**src/rtl/apb_pkg.sv**
```systemverilog
// ---------------------------------------------------------------------------
// apb_pkg
// Shared definitions for the APB command master and its users:
//   - FSM state encoding of the APB initiator
//   - register map of the SPI controller's APB slave
//   - default bus widths
// ---------------------------------------------------------------------------
package apb_pkg;

  // Default APB widths for the SPI register block.
  localparam int APB_ADDR_W = 3;
  localparam int APB_DATA_W = 8;

  // APB initiator FSM encoding.
  localparam logic [1:0] ST_IDLE   = 2'b00;
  localparam logic [1:0] ST_SETUP  = 2'b01;
  localparam logic [1:0] ST_ACCESS = 2'b10;

  // SPI controller register map.
  localparam logic [APB_ADDR_W-1:0] REG_CR1 = 3'd0;
  localparam logic [APB_ADDR_W-1:0] REG_CR2 = 3'd1;
  localparam logic [APB_ADDR_W-1:0] REG_BR  = 3'd2;
  localparam logic [APB_ADDR_W-1:0] REG_SR  = 3'd3;
  localparam logic [APB_ADDR_W-1:0] REG_DR  = 3'd5;

endpackage

```
**src/rtl/apb_cmd_master.sv**
```systemverilog
// ---------------------------------------------------------------------------
// apb_cmd_master
// APB initiator for the SPI register block. Turns single-beat register
// commands into one APB transfer (SETUP then ACCESS), waits for pready and
// returns read data and error status. One transfer in flight at a time.
//
// Ports
//   pclk, preset_n           clock (rising edge), async active-low reset
//   cmd_valid / cmd_ready    command handshake
//   cmd_write/addr/wdata     command payload, captured on accept
//   rsp_valid                one-cycle completion pulse, no backpressure
//   rsp_rdata / rsp_err      completion payload, held until next completion
//   psel penable pwrite paddr pwdata   APB request (all registered)
//   prdata pready pslverr    APB completion, only looked at in ACCESS
//   dbg_state                current FSM state (apb_pkg ST_* encoding)
//
// Handshake: a command is transferred on a rising edge where
// cmd_valid && cmd_ready. cmd_ready is high exactly in IDLE and is a pure
// decode of the state register; the command source may hold cmd_valid and
// change the payload freely while cmd_ready is low. rsp_valid has no ready:
// the consumer must take the response in the cycle it is asserted.
// ---------------------------------------------------------------------------
module apb_cmd_master
  import apb_pkg::*;
#(
  parameter int ADDR_W  = APB_ADDR_W,
  parameter int DATA_W  = APB_DATA_W,
  parameter int TIMEOUT = 16
) (
  input  logic              pclk,
  input  logic              preset_n,
  input  logic              cmd_valid,
  output logic              cmd_ready,
  input  logic              cmd_write,
  input  logic [ADDR_W-1:0] cmd_addr,
  input  logic [DATA_W-1:0] cmd_wdata,
  output logic              rsp_valid,
  output logic [DATA_W-1:0] rsp_rdata,
  output logic              rsp_err,
  output logic              psel,
  output logic              penable,
  output logic              pwrite,
  output logic [ADDR_W-1:0] paddr,
  output logic [DATA_W-1:0] pwdata,
  input  logic [DATA_W-1:0] prdata,
  input  logic              pready,
  input  logic              pslverr,
  output logic [1:0]        dbg_state
);

  localparam int CNT_W = $clog2(TIMEOUT);
  // Last ACCESS cycle allowed to wait; reaching it with pready low ends the
  // transfer with an error, giving exactly TIMEOUT ACCESS cycles in total.
  localparam logic [CNT_W-1:0] CNT_LAST = CNT_W'(TIMEOUT - 1);

  logic [1:0]       state;
  logic [CNT_W-1:0] wait_cnt;

  assign cmd_ready = (state == ST_IDLE);
  assign dbg_state = state;

  always_ff @(posedge pclk or negedge preset_n) begin
    if (!preset_n) begin
      state     <= ST_IDLE;
      wait_cnt  <= '0;
      psel      <= 1'b0;
      penable   <= 1'b0;
      pwrite    <= 1'b0;
      paddr     <= '0;
      pwdata    <= '0;
      rsp_valid <= 1'b0;
      rsp_rdata <= '0;
      rsp_err   <= 1'b0;
    end else begin
      rsp_valid <= 1'b0;
      case (state)
        ST_IDLE: begin
          if (cmd_valid) begin
            paddr    <= cmd_addr;
            pwrite   <= cmd_write;
            pwdata   <= cmd_wdata;
            psel     <= 1'b1;
            wait_cnt <= '0;
            state    <= ST_SETUP;
          end
        end
        ST_SETUP: begin
          penable <= 1'b1;
          state   <= ST_ACCESS;
        end
        ST_ACCESS: begin
          if (pready) begin
            psel      <= 1'b0;
            penable   <= 1'b0;
            rsp_valid <= 1'b1;
            rsp_err   <= pslverr;
            rsp_rdata <= pwrite ? '0 : prdata;
            state     <= ST_IDLE;
          end else if (wait_cnt == CNT_LAST) begin
            // Slave never answered: abandon the transfer with an error.
            psel      <= 1'b0;
            penable   <= 1'b0;
            rsp_valid <= 1'b1;
            rsp_err   <= 1'b1;
            rsp_rdata <= '0;
            state     <= ST_IDLE;
          end else begin
            wait_cnt <= wait_cnt + 1'b1;
          end
        end
        default: begin
          psel    <= 1'b0;
          penable <= 1'b0;
          state   <= ST_IDLE;
        end
      endcase
    end
  end

endmodule
```
**config.mk**
```make
export PLATFORM = sky130hd
export DESIGN_NAME = apb_cmd_master
export DESIGN_NICKNAME = d
export VERILOG_FILES = /design/src/rtl/apb_pkg.sv /design/src/rtl/apb_cmd_master.sv
export SDC_FILE = /design/constraint.sdc
export NUM_CORES = 1
export LEC_CHECK = 0
export BUFFER_PORTS_ARGS = -buffer_cell sky130_fd_sc_hd__buf_2
export CORE_MARGIN = 2
export CORE_UTILIZATION = 46
export DETAILED_ROUTE_END_ITERATION = 10
export PLACE_DENSITY = 0.81
export SYNTH_ARGS = -nofsm -noshare
export SYNTH_HDL_FRONTEND = slang
export SYNTH_SLANG_ARGS = --single-unit
export TNS_END_PERCENT = 20
```
**constraint.sdc**
```tcl
create_clock -name pclk -period 1.72 [get_ports pclk]
set_clock_uncertainty 0.1 [all_clocks]
set_input_delay 0.258 -clock pclk [delete_from_list [all_inputs] [get_ports pclk]]
set_output_delay 0.258 -clock pclk [all_outputs]
set_load 0.01 [all_outputs]
```
* Word-level counts from Yosys, hierarchy flattened
Cells that the tools add are included.
** Operators by class
- Multiplexer cells :: 21
- Bitwise gates (word level) :: 2
- Equal/unequal tests :: 7
- Reductions and logical operators :: 9
- $add $sub $neg :: 1
** Operator list (number)
- 8-bit 2-to-1 mux :: 3
- 4-bit 2-to-1 mux :: 3
- 1-bit 2-to-1 mux :: 8
- 4-bit case mux with 2 select lines :: 1
- 2-bit AND reduction :: 4
- 2-bit 2-to-1 mux :: 3
- 2-bit != test (second input constant) :: 3
- 1-bit case mux with 3 select lines :: 2
- 2-bit case mux with 3 select lines :: 1
- 4-bit by 1-bit adder with 4-bit output (second input constant) :: 1
- 4-bit equality test (second input constant) :: 1
- 4-bit AND reduction :: 1
- 2-bit nonzero test :: 2
- 3-bit != test (second input constant) :: 1
- 3-bit AND reduction :: 1
- 2-bit by 1-bit equality test with 1-bit output (second input constant) :: 1
- 2-bit equality test (second input constant) :: 1
- 2-bit zero test :: 1
- 1-bit NOT :: 2
** Word-level totals
- Flip-flop bits (word level) :: 30
- Output and inout port bits :: 27
- Logic and storage cells :: 50

* Depth between registers and ports, before layout
Gate-level depths: netlist of the first run.
- Depth in word-level cells :: 4
- Gate-level depth with buffers :: 6

* Worst setup path before layout of the first run
OpenSTA, ideal clock, no wires.
- Path type :: reg2reg
- Start point :: reg wait_cnt[0]
- End point :: reg rsp_err
- Cell stages (with the launch flop) :: 6
- Path slack :: 0.259 ns
- Data required time :: 1.494 ns
- Data arrival time :: 1.235 ns
- Path through :: dfrtp_1 > ha_1 > a31o_2 > nand2_1 > inv_1 > o32a_1
** On the way
- Cells in the longest elaborated chain, start to end :: 3
** RTL lines
- start: declaration :: line apb_cmd_master.sv:57 : logic [CNT_W-1:0] wait_cnt;
- start signal: assignment :: line apb_cmd_master.sv:108 : wait_cnt <= wait_cnt + 1'b1;
- 4-bit equality test :: line apb_cmd_master.sv:99 : end else if (wait_cnt == CNT_LAST) begin
- 2-bit nonzero test (no source line)
- 2-bit AND reduction (no source line)
- end signal: assignment :: line apb_cmd_master.sv:96 : rsp_err <= pslverr;
- end: declaration :: line apb_cmd_master.sv:39 : output logic rsp_err,
Every way passes these cells.
A chain may end at the register's enable or synchronous reset.

* Final worst setup path of the first run
Ends and elaborated chain as after synthesis.

==> results.sh, run 1 <==
export IMPL_cts_buffers_inserted=5
export IMPL_drive_gt1_frac=0.358
export IMPL_reg2reg_to="rsp_err"
export IMPL_total_power_mw=2.77
export IMPL_cts_post_setup_buffers_inserted=0
export IMPL_antenna_found_initial=0
export IMPL_layout_nets=198
export IMPL_critPathCapture="rsp_err"
export IMPL_synth_warnings=0
export IMPL_synthArstFlopShare=1.00
export IMPL_worstPathRequired_ns=1.82
export IMPL_cp_start_kind="register"
export IMPL_die_area_um2=3020
export IMPL_cpPeakStageDelay_ns=0.42
export IMPL_reg2regPathDepth=5
export IMPL_leakagePower_nw=0.870
export IMPL_place_congestion=0.844
export IMPL_fin_crit_ns=1.64
export IMPL_tightest_slew_ns=0.643
export IMPL_outcome="complete, no violations"
export IMPL_nFillCells=225
export IMPL_period_share=0.952
export IMPL_cts_sinks=30
export IMPL_crit_fanout=9
export IMPL_layoutNonFillerInstCount=203
export IMPL_endpoint_kind="register"
export IMPL_grt_max_degree=31
export IMPL_antenna_cells=0
export IMPL_postSynthAreaPerCell_um2=10.5
export IMPL_drv_slew=0
export IMPL_first_iter_violations=7
export IMPL_rows=18
export IMPL_clockBufferDepth=2
export IMPL_final_cell_mix="buf_2 (51), nand2_1 (41), dfrtp_1 (30)"
export IMPL_viasPerCell=4.99
export IMPL_finalHoldViolCount=0
export IMPL_cp_slowest_cell="dfrtp_1"
export IMPL_syn_nets=140
export IMPL_placed_cells=194
export IMPL_syn_to_final_growth_pct=31.1
export IMPL_p_per_area_nw_per_um2=1770
export IMPL_hp_class="in -> reg"
export IMPL_crit_cells=5
export IMPL_crit_chain="ha_1, a31o_2, nand2_1, inv_1, o32a_1"
export IMPL_ir_drop_mv=1.08
export IMPL_gr_usage_all_layers=0.183
export IMPL_maxCapViolCount=0
export IMPL_setup_worst_path_start="wait_cnt[0]"
export IMPL_clk_latency_ns=0.31
export IMPL_synth_ff_type="dfrtp_1"
export IMPL_fp_dieH_um=54.9
export IMPL_initial_core_util=0.482
export IMPL_worstPathArrival_ns=1.74
export IMPL_tritoncts="yes"
export IMPL_setup_tns_ns=0
export IMPL_wirelength_um=2550
export IMPL_relSlewSlack=0.571
export IMPL_setup_viol_count_final=0
export IMPL_reg2reg_from="wait_cnt[0]"
export IMPL_clk_pin_slew_ns=0.09
export IMPL_netlist_area_um2=1190
export IMPL_rsz0062_at_grt="no"
export IMPL_core_um2=2480
export IMPL_postRouteAntennaNets=0
export IMPL_r2r_slack_ns=0.08
export IMPL_synth_edf_count=0
export IMPL_drc=0
export IMPL_critPathKind="reg -> reg"
export IMPL_ioPinCount=52
export IMPL_vias=1013
export IMPL_grt_first_pass_wirelength_um=3890
export IMPL_dr_pass1_iters=4
export IMPL_hpwl_um=1870
export IMPL_cts_root_buf="clkbuf_4"
export IMPL_layout_commonest_cell="buf_2"
export IMPL_critPathTopFamily="flip-flops"
export IMPL_chipWidth_um=54.9
export IMPL_holdWs_ns=0.0275
export IMPL_final_core_util=0.632
export IMPL_wl_per_cell_um=12.6
export IMPL_ys_seq_area_frac=0.629
export IMPL_cts_htree_levels=2
export IMPL_portBuffers=51
export IMPL_syn_inst=114
export IMPL_synth_seq_cells=30
export IMPL_crit_buf_inv=1
export IMPL_synth_cell_type_count=24
export IMPL_fmaxAchievable_mhz=611
export IMPL_first_global_vias=928
export IMPL_grt_ovfl_total=0
-- power breakdown --
| group | total [mW] | switching, mW | internal, mW |
|---|---|---|---|
| Combinational | 1.04 | 0.581 | 0.461 |
| Sequential | 1.19 | 0.181 | 1.01 |
| Clock | 0.533 | 0.225 | 0.308 |
| Total | 2.77 | 0.987 | 1.78 |
-- cell type report --
cell class | count | area (um^2) | share of cell area
tap | 30 | 37.5 | 0.0240
clock buffer | 7 | 45.0 | 0.0288
timing repair buffer | 54 | 280 | 0.179
inverter | 5 | 18.8 | 0.0120
multi-input combinational | 76 | 403 | 0.257
clock inverter | 1 | 30.0 | 0.0192
sequential | 30 | 751 | 0.480
-- timing repair --
item                      4_1_cts  5_1_grt
gates resized for setup         0        0
hold endpoints to repair       30        0
hold buffers                    1        0
-- stage by stage --
step	setup WS, ns	instance area (um^2)
CTS	0.0748	1570
detailed placement	0.109	1480
global route	0.0139	1570
floorplan	0.259	1190
global placement	0.181	1480
finish	0.0830	1570
-- per-layer routing --
layer | up-vias | part of all wire | GRT usage
met4 | 0 | 0 | 0.0854
met5 | - | 0 | 0
li1 | 497 | - | -
met2 | 38 | 0.52 | 0.308
met1 | 478 | 0.40 | 0.202
met3 | 0 | 0.082 | 0.0726
-- worst min path at each step --
stage | end | depth (start not counted) | startpoint
after floorplan | dbg_state[0] | 0 | preset_n
after global placement | wait_cnt[2] | 1 | preset_n
after detailed placement | rsp_rdata[1] | 1 | preset_n
after CTS | pwdata[2] | 3 | cmd_wdata[2]
after global routing | pwdata[7] | 3 | cmd_wdata[7]
final | pwdata[2] | 3 | cmd_wdata[2]
-- cells in the mapped netlist (2+ instances only) --
library cell,n,area [um^2]
nand2_1,41,154
o21ai_0,3,15.0
nor2_1,4,15.0
dfrtp_1,30,751
a21oi_1,3,15.0
a22o_1,8,70.1
buf_2,2,10.0
mux2i_1,2,20.0
inv_1,4,15.0
nand3_1,3,15.0
-- worst min-delay path, stage by stage --
cell	delay [ns]
buf_2	0.07
nand2_1	0.04
nand2_1	0.04
-- kinds of logic (layout without fill, tap and decap cells) --
kind of cell / Yosys count / in the layout / share of synthesized area
AOI/OAI and AO/OA: 20 / 20 / 0.124
adders and majority gates: 1 / 1 / 0.0105
buffers and inverters: 8 / 67 / 0.0335
DFF: 30 / 30 / 0.629
muxes: 2 / 2 / 0.0168
and+or+nand+nor: 53 / 53 / 0.187
-- registers in the layout, summed over array words and instances (netlist names) --
| name | cells |
|---|---|
| rsp_rdata | 8 |
| rsp_err | 1 |
| paddr | 3 |
| dbg_state | 2 |
| pwdata | 8 |
| penable | 1 |
| pwrite | 1 |
| wait_cnt | 4 |
| psel | 1 |
| rsp_valid | 1 |
(Power assumes the default switching activity.)
==> run 2, diff against run 1 <==
==> constraint.sdc (replaced) <==
create_clock -name pclk -period 1.65 [get_ports pclk]
set_clock_uncertainty 0.1 [all_clocks]
set_input_delay 0.2475 -clock pclk [delete_from_list [all_inputs] [get_ports pclk]]
set_output_delay 0.2475 -clock pclk [all_outputs]
set_load 0.01 [all_outputs]
==> results.sh, run 2 (same netlist as run 1, synthesis figures left out) <==
export IMPL_cp_start_kind="register"
export IMPL_crit_chain="ha_1, a31o_2, nor2_1, mux2i_1"
export IMPL_dr_pass1_iters=4
export IMPL_r2r_slack_ns=0.15
export IMPL_critPathKind="reg -> reg"
export IMPL_leakagePower_nw=0.900
export IMPL_dp_slack_ns=0.139
export IMPL_place_congestion=0.838
export IMPL_reg2reg_to="wait_cnt[0]"
export IMPL_viasPerCell=4.86
export IMPL_hpwl_um=1880
export IMPL_crit_fanout=4
export IMPL_cp_slowest_cell="dfrtp_1"
export IMPL_cts_root_buf="clkbuf_4"
export IMPL_largestRegisters="pwdata: 8 flops, rsp_rdata: 8 flops, wait_cnt: 4 flops"
export IMPL_period_share=0.907
export IMPL_fin_crit_ns=1.50
export IMPL_antenna_found_initial=0
export IMPL_syn_to_final_growth_pct=37.0
export IMPL_antenna_cells=0
export IMPL_drive_gt1_frac=0.356
export IMPL_reg2regPathDepth=4
export IMPL_initial_core_util=0.482
export IMPL_finalHoldViolCount=0
export IMPL_wl_per_cell_um=12.2
export IMPL_final_cell_mix="buf_2 (51), nand2_1 (41), dfrtp_1 (30)"
export IMPL_cts_buffers_inserted=5
export IMPL_maxCapViolCount=0
export IMPL_rsz0062_at_grt="no"
export IMPL_nFillCells=203
export IMPL_drv_slew=0
export IMPL_portBuffers=51
export IMPL_hold_depth=3
export IMPL_cts_htree_levels=2
export IMPL_fp_dieH_um=54.9
export IMPL_clockBufferDepth=2
export IMPL_reg2reg_from="wait_cnt[0]"
export IMPL_tritoncts="yes"
export IMPL_whs_endpoint="pwdata[2]"
export IMPL_postRouteAntennaNets=0
export IMPL_die_area_um2=3020
export IMPL_hp_class="in -> reg"
export IMPL_p_switching_mw=1.03
export IMPL_cts_sinks=30
export IMPL_fin_ws_ns=0.154
export IMPL_tightest_slew_ns=0.624
export IMPL_chipWidth_um=54.9
export IMPL_final_core_util=0.660
export IMPL_p_int_mw=1.88
export IMPL_clk_pin_slew_ns=0.09
export IMPL_ir_drop_mv=1.15
export IMPL_setup_tns_ns=0
export IMPL_layout_commonest_cell="buf_2"
export IMPL_first_global_vias=942
export IMPL_pwr_share_seq=0.430
export IMPL_grt_max_degree=31
export IMPL_cpPeakStageDelay_ns=0.42
export IMPL_endpoint_kind="register"
export IMPL_p_per_area_nw_per_um2=1780
export IMPL_setup_viol_count_final=0
export IMPL_first_iter_violations=10
export IMPL_wirelength_um=2570
export IMPL_grt_ovfl_total=0
export IMPL_outcome="complete, no violations"
export IMPL_clk_latency_ns=0.32
export IMPL_ioPinCount=52
export IMPL_grt_first_pass_wirelength_um=4050
export IMPL_gr_usage_all_layers=0.197
export IMPL_layout_nets=205
export IMPL_hold_path_startpoint="cmd_wdata[2]"
export IMPL_drc=0
export IMPL_power_share_switching=0.355
export IMPL_worstPathRequired_ns=1.80
export IMPL_relSlewSlack=0.584
export IMPL_comb_power_share=0.381
export IMPL_cts_post_setup_buffers_inserted=0
export IMPL_clockPowerShare=0.189
export IMPL_worstPathArrival_ns=1.65
export IMPL_fmaxAchievable_mhz=668
export IMPL_rows=18
export IMPL_vias=1020
export IMPL_core_um2=2480
## run 2: cell count changes in the layout (fill, tap and decap cells not counted)
cell and delta:
dlygate4sd3_1 +6, buf_4 +1, or3b_4 +1, or3b_1 -1
## run 2: repair_timing
action | CTS | global route
setup endpoints to repair | 0 | 1
hold buffers | 7 | 0
endpoints found under the hold margin | 36 | 0
resized for setup | 0 | 1
## run 2: worst max path at each step
stage            startpoint           end  cells past startpoint
2_1_floorplan   wait_cnt[0]       rsp_err                      5
3_3_place_gp    wait_cnt[0]   wait_cnt[0]                      4
3_5_place_dp   dbg_state[0]  rsp_rdata[7]                      3
4_1_cts        dbg_state[0]     pwdata[3]                      4
5_1_grt         wait_cnt[0]   wait_cnt[0]                      4
6_report        wait_cnt[0]   wait_cnt[0]                      4
## run 2: area by class of cell
type / count / area [um^2] / area share
Sequential cell: 30 / 751 / 0.459
Clock inverter: 1 / 30.0 / 0.0184
Inverter: 5 / 18.8 / 0.0115
Multi-Input combinational cell: 76 / 405 / 0.248
Timing Repair Buffer: 61 / 348 / 0.213
Clock buffer: 7 / 45.0 / 0.0275
Tap cell: 30 / 37.5 / 0.0230
## run 2: metal layers
layer	vias up	wire, um	global-route usage
met4	0	57	0.110
met3	8	190	0.0618
met1	458	1090	0.234
met5	-	0	0
met2	40	1230	0.315
li1	514	-	-
## run 2: through the flow
stage	power, mW	std cells	hold slack [ns]	area [um^2]
final	2.92	210	0.0114	1640
after global routing	3.16	210	0.00621	1640
after CTS	2.95	210	0.000224	1630
after detailed placement	2.37	195	0.211	1490
after global placement	2.32	195	0.203	1490
after floorplan	1.88	114	-0.148	1190
## run 2: worst max-delay path, delay by kind of cell, from the launching register on
family	cells	cell delay (ns)
mux	1	0.21
compound gates	1	0.22
flops	1	0.42
simple gates	1	0.23
fa+ha+maj	1	0.25
## run 2: power groups by stage
stage / Sequential, mW / Combinational [mW] / Clock (mW)
final: 1.25 / 1.11 / 0.551
after global routing: 1.30 / 1.25 / 0.609
after CTS: 1.25 / 1.12 / 0.569
after detailed placement: 1.26 / 1.11 / 0
after global placement: 1.25 / 1.07 / 0
after floorplan: 1.40 / 0.475 / 0
